===== config.mk =====
export PLATFORM = sky130hd
export DESIGN_NAME = booth_mul_seq
export DESIGN_NICKNAME = d
export VERILOG_FILES = /design/src/rtl/booth_mul_pkg.sv /design/src/rtl/booth_digit_enc.sv /design/src/rtl/booth_mul_seq.sv
export SDC_FILE = /design/constraint.sdc
export NUM_CORES = 1
export LEC_CHECK = 0
export ABC_AREA = 1
export CAP_MARGIN = 40
export CORE_ASPECT_RATIO = 0.5
export CORE_MARGIN = 10
export CORE_UTILIZATION = 50
export DETAILED_ROUTE_END_ITERATION = 7
export GPL_TIMING_DRIVEN = 0
export PLACE_DENSITY = 0.75
export SLEW_MARGIN = 20
export SYNTH_ARGS = -nofsm -noshare
export SYNTH_HDL_FRONTEND = slang
export SYNTH_SLANG_ARGS = --single-unit

===== constraint.sdc =====
create_clock -name clk -period 3.1 [get_ports clk]
set_clock_uncertainty 0.1 [all_clocks]
set_input_delay 0.93 -clock clk [delete_from_list [all_inputs] [get_ports clk]]
set_output_delay 0.93 -clock clk [all_outputs]
set_load 0.005 [all_outputs]

===== src/rtl/booth_mul_pkg.sv =====
// Shared types and helpers for the iterative radix-4 Booth multiplier.
//   state_t     : engine FSM states (IDLE, CALC, DONE)
//   booth_dig_t : one encoded Booth digit (neg, one, two)
//   ceil_even() : rounds an operand width up to the next even value
package booth_mul_pkg;

    typedef enum logic [1:0] {
        IDLE = 2'd0,
        CALC = 2'd1,
        DONE = 2'd2
    } state_t;

    // Digit value = (neg ? -1 : +1) * (two ? 2 : (one ? 1 : 0))
    typedef struct packed {
        logic neg;
        logic one;
        logic two;
    } booth_dig_t;

    function automatic int ceil_even(input int w);
        return ((w + 1) / 2) * 2;
    endfunction

endpackage


===== src/rtl/booth_digit_enc.sv =====
// Radix-4 modified-Booth digit encoder (purely combinational).
// Ports:
//   q   in  3  overlapping multiplier bits {q2, q1, q0}
//   dig out    encoded digit in {-2,-1,0,+1,+2} as {neg, one, two}
module booth_digit_enc
    import booth_mul_pkg::*;
(
    input  logic [2:0] q,
    output booth_dig_t dig
);

    always_comb begin
        dig.one = q[1] ^ q[0];
        // Magnitude 2 only for 011 / 100, i.e. q1==q0 while q2!=q1
        dig.two = ~(dig.one | (q[2] ~^ q[1]));
        // 111 yields neg with zero magnitude, which the datapath handles as 0
        dig.neg = q[2];
    end

endmodule


===== src/rtl/booth_mul_seq.sv =====
// Iterative radix-4 modified-Booth multiplier, one Booth digit per clock.
// Signed or unsigned operands, selected per transaction by is_signed.
// Optional feature: define BOOTH_MUL_EARLY_TERM_EN to finish as soon as the
// remaining multiplier bits can only produce zero digits (variable latency).
// Ports:
//   clk        in   1    rising-edge clock
//   rst        in   1    synchronous active-high reset
//   in_valid   in   1    operands valid
//   in_ready   out  1    engine idle, operands accepted when in_valid
//   a          in   W    multiplicand
//   b          in   W    multiplier
//   is_signed  in   1    1: two's-complement operands, 0: unsigned
//   out_valid  out  1    product valid, held until out_ready
//   out_ready  in   1    consumer accepts product
//   product    out  2W   exact a*b for the selected mode
//   busy       out  1    engine not idle
module booth_mul_seq
    import booth_mul_pkg::*;
#(
    parameter int W = 8
) (
    input  logic           clk,
    input  logic           rst,
    input  logic           in_valid,
    output logic           in_ready,
    input  logic [W-1:0]   a,
    input  logic [W-1:0]   b,
    input  logic           is_signed,
    output logic           out_valid,
    input  logic           out_ready,
    output logic [2*W-1:0] product,
    output logic           busy
);

    localparam int ND    = ceil_even(W) / 2 + 1;
    localparam int CNT_W = $clog2(ND + 1);
    localparam int MW    = W + 2;       // multiplicand / partial-sum width
    localparam int QW    = W + 3;       // multiplier plus the Booth guard bit
    localparam int AW    = 2 * W + 2;   // accumulator width

    state_t                state, state_next;
    logic signed [MW-1:0]  mcand, mcand_next;
    logic signed [QW-1:0]  mplier, mplier_next, mplier_shift;
    logic signed [AW-1:0]  acc, acc_next, acc_add;
    logic [CNT_W-1:0]      cnt, cnt_next;
    logic signed [MW-1:0]  pp, sum;
    booth_dig_t            dig;
    logic                  ext;
    logic                  last_dig;

    booth_digit_enc u_enc (
        .q   (mplier[2:0]),
        .dig (dig)
    );

    // Partial product and accumulate: d*M is added into the upper W+2 bits.
    always_comb begin
        pp = '0;
        if (dig.two) begin
            pp = mcand <<< 1;
        end else if (dig.one) begin
            pp = mcand;
        end
        // Negative digits: ones' complement here, +1 enters as the carry-in
        if (dig.neg) begin
            pp = ~pp;
        end
        sum          = acc[AW-1:W] + pp + MW'(dig.neg);
        acc_add      = {sum, acc[W-1:0]};
        mplier_shift = mplier >>> 2;
    end

    // The final digit is added without a shift so that digit i lands at
    // weight 4^i and the product sits at acc[2W-1:0] with no fraction lost.
    assign last_dig = (cnt == CNT_W'(ND - 1));

`ifdef BOOTH_MUL_EARLY_TERM_EN
    localparam int SH_W = $clog2(AW);
    logic            early;
    logic [SH_W-1:0] rem_sh;

    // All-zero or all-one remaining bits encode only zero digits, so the
    // outstanding shifts can be applied in one step.
    always_comb begin
        early  = (&mplier_shift) | (~|mplier_shift);
        rem_sh = SH_W'(2 * (ND - 1 - int'(cnt)));
    end
`endif

    always_comb begin
        state_next  = state;
        mcand_next  = mcand;
        mplier_next = mplier;
        acc_next    = acc;
        cnt_next    = cnt;
        ext         = is_signed & b[W-1];
        case (state)
            IDLE: begin
                if (in_valid) begin
                    mcand_next  = is_signed ? {{2{a[W-1]}}, a} : {2'b00, a};
                    mplier_next = {ext, ext, b, 1'b0};
                    acc_next    = '0;
                    cnt_next    = '0;
                    state_next  = CALC;
                end
            end
            CALC: begin
                mplier_next = mplier_shift;
                cnt_next    = cnt + CNT_W'(1);
                if (last_dig) begin
                    acc_next   = acc_add;
                    state_next = DONE;
                end
`ifdef BOOTH_MUL_EARLY_TERM_EN
                else if (early) begin
                    acc_next   = acc_add >>> rem_sh;
                    state_next = DONE;
                end
`endif
                else begin
                    acc_next = acc_add >>> 2;
                end
            end
            DONE: begin
                if (out_ready) begin
                    state_next = IDLE;
                end
            end
            default: begin
                state_next = IDLE;
            end
        endcase
    end

    // acc is reset as well so that product reads 0 after reset.
    always_ff @(posedge clk) begin
        if (rst) begin
            state <= IDLE;
            acc   <= '0;
            cnt   <= '0;
        end else begin
            state <= state_next;
            acc   <= acc_next;
            cnt   <= cnt_next;
        end
    end

    always_ff @(posedge clk) begin
        mcand  <= mcand_next;
        mplier <= mplier_next;
    end

    assign in_ready  = (state == IDLE);
    assign out_valid = (state == DONE);
    assign busy      = (state != IDLE);
    assign product   = acc[2*W-1:0];

endmodule


==> results.yml <==
placed_design:
  hpwl_mm: 4.47
  io_buffer_count: 39
  gp_congestion: 0.839
logic_synthesis:
  synth_top_cell_area_share_pct: 23.1
  yosysSeqAreaShare_pct: 40.8
  synth_flop_cell: "dfxtp_1"
  synth.area.top_cells: "edfxtp_1 (23%), dfxtp_1 (18%), nand2_1 (15%)"
  synthesis.area_um2: 2600
  syn_nets: 360
  syn_area_per_cell_um2: 7.93
  synth_cell_type_count: 40
  synth-edff-count: 20
  syn-instance-count: 328
  synth_seq_cells: 43
  synth_most_common_cell: "nand2_1"
  synthTopCellsByCount: "nand2_1 (101), inv_1 (45), a21oi_1 (24), dfxtp_1 (23), edfxtp_1 (20)"
  async_flop_share_pct: 0
  yosysTopAreaCell: "edfxtp_1"
  yosys_warnings: 0
layout:
  drive_gt1_share_pct: 13.6
  antennaDiodeCount: 0
  final_util_pct: 64.2
  syn2layout_area_growth_pct: 22.9
  nNetsFinal: 406
sta:
  layout_worst_path_cycle_share_pct: 92.2
  setup_viol: 0
  finalCriticalPeriod_ns: 2.86
  finalHoldViolations: 0
  finalSetupTns_ns: 0
  fmax_mhz: 350
  relSlewSlack_pct: 62.2
  drv_slew: 0
  tightest_slew_ns: 0.568
  rsz0062_at_grt: "false"
worst_setup_path:
  worst_setup_path_end_kind: "register"
  cp.required_ns: 3.20
  r2r_cells: 14
  crit_arrival_ns: 2.96
  r2r_setup_slack_ns: 0.24
  crit_path_start_kind: "register"
  r2r-start: "mplier[2]"
  reg2reg_to: "acc[14]"
  path_class: "register to register"
  crit_fanout: 10
  crit_start: "mplier[2]"
power:
  powerDensity_nw_per_um2: 546
  peakVddDrop_uv: 292
  p_leak_nw: 1.48
floorplan:
  pin_count: 40
  die_h_um: 71.0
  die_area_um2: 8660
  initial_core_util_pct: 52.2
  die_x_um: 122
  core_um2: 4980
  rows: 18
clocking:
  clkLatencyLatePin_ns: 0.30
  cts_resized: 0
  cts_buffers: 5
  cts_tree: "done"
  hold_buffers: 0
  root_buffer: "clkbuf_8"
  cts_sinks: 43
  htreeDepth: 2
  postCtsSetupBuffers: 0
  clk_pin_slew_worst_paths_ns: 0.09
  clockBufferDepth: 2
min_path:
  hold_end: "acc[1]"
  min_path_cells: 2
  min_from: "acc[1]"
  worstHoldPathType: "register to register"
global_route:
  grt_pass1_wl_mm: 9.27
  grt_max_degree: 16
  first_global_vias: 2044
  grt_use_total_pct: 13.1
  grt_overflow: 0
  antenna_found_initial: 0
run:
  drv_cap: 0
run_status:
  status: "completed"
routing:
  ant_nets: 0
  wire_per_inst_um: 12.7
  viasPerCell: 4.87
  wirelength_mm: 5.64
  first_iter_violations: 123
  dr.pass1.iters: 4
  drc: 0
  vias: 2167
cells in the final DEF (no fill, tap or decap), types with 2 or more instances in the layout:
cell type / instances
xnor2_1: 2
nand3_1: 17
nor2_2: 3
buf_4: 17
nand2_2: 6
a21oi_1: 24
inv_2: 3
edfxtp_1: 20
clkbuf_8: 5
o22ai_1: 8
buf_6: 2
ha_1: 10
nand2_4: 2
o21ai_0: 3
nand2_1: 101
nand4_1: 3
clkbuf_1: 2
inv_1: 45
xor2_1: 8
nand3b_1: 2
a22oi_1: 2
a21oi_2: 3
clkdlybuf4s50_1: 39
nor2_1: 5
dfxtp_1: 23
stage by stage:
stage / setup slack [ns] / instance area, um2 / hold WS, ns / power [mW] / instances
6_report: 0.241 / 3190 / 0.363 / 1.74 / 445
5_1_grt: 0.0209 / 3190 / 0.392 / 1.87 / 445
4_1_cts: 0.246 / 3190 / 0.365 / 1.75 / 445
3_5_place_dp: 0.284 / 3080 / 0.352 / 1.30 / 437
3_3_place_gp: 0.359 / 3080 / 0.350 / 1.28 / 437
2_1_floorplan: 0.610 / 2600 / 0.341 / 1.13 / 328
routing by layer:
metal | vias up | global-route usage, % | routed length, um | share of wire [%]
li1 | 1131 | - | - | -
met1 | 964 | 16.7 | 2610 | 46
met2 | 68 | 20.5 | 2440 | 43
met3 | 4 | 3.72 | 530 | 9.4
met4 | 0 | 4.60 | 55 | 0.98
met5 | - | 0 | 0 | 0
flip-flops by register name, indices dropped and copies added (netlist names):
register,count
acc,18
state,2
mcand,9
mplier,11
cnt,3
worst max-delay path, stage by stage (launching register included):
cell      delay, ns
edfxtp_1       0.40
buf_4          0.20
inv_2          0.12
nand2_1        0.08
nand2_1        0.19
o22ai_1        0.13
xor2_1         0.24
ha_1           0.35
a21oi_1        0.24
o211ai_1       0.12
or2_2          0.30
nand3_1        0.08
nand2_1        0.05
o21ai_1        0.11
inv_1          0.05
where the power goes:
group          internal [mW]  leakage, nW  total [mW]  switching (mW)
Sequential             0.648        0.384       0.680          0.0312
Combinational          0.258         1.03       0.611           0.353
Clock                  0.244       0.0587       0.452           0.208
worst max-delay path by stage:
stage,endpoint,slack (ns),depth (start not counted)
floorplan,acc[14],0.61,14
global placement,acc[14],0.36,14
detailed placement,acc[14],0.28,14
CTS,acc[14],0.25,14
global route,acc[15],0.02,17
finish,acc[14],0.24,14
final cells by class:
cell class	instances	area, um2
buffer	23	166
tap	70	87.6
multi-input combinational	213	1190
timing repair buffer	39	390
sequential	43	1060
fill	428	1780
clock inverter	3	47.5
clock buffer	5	68.8
inverter	49	184
cell families after synthesis:
family / synth area share [%]
AND/OR/NAND/NOR: 26.8
buffers and inverters: 13.5
AO/OA/AOI/OAI: 10.0
flip-flops: 40.8
adder cells (fa/ha/maj): 5.58
XOR/XNOR: 3.37
Note: power is estimated with default switching activity, not from simulation.
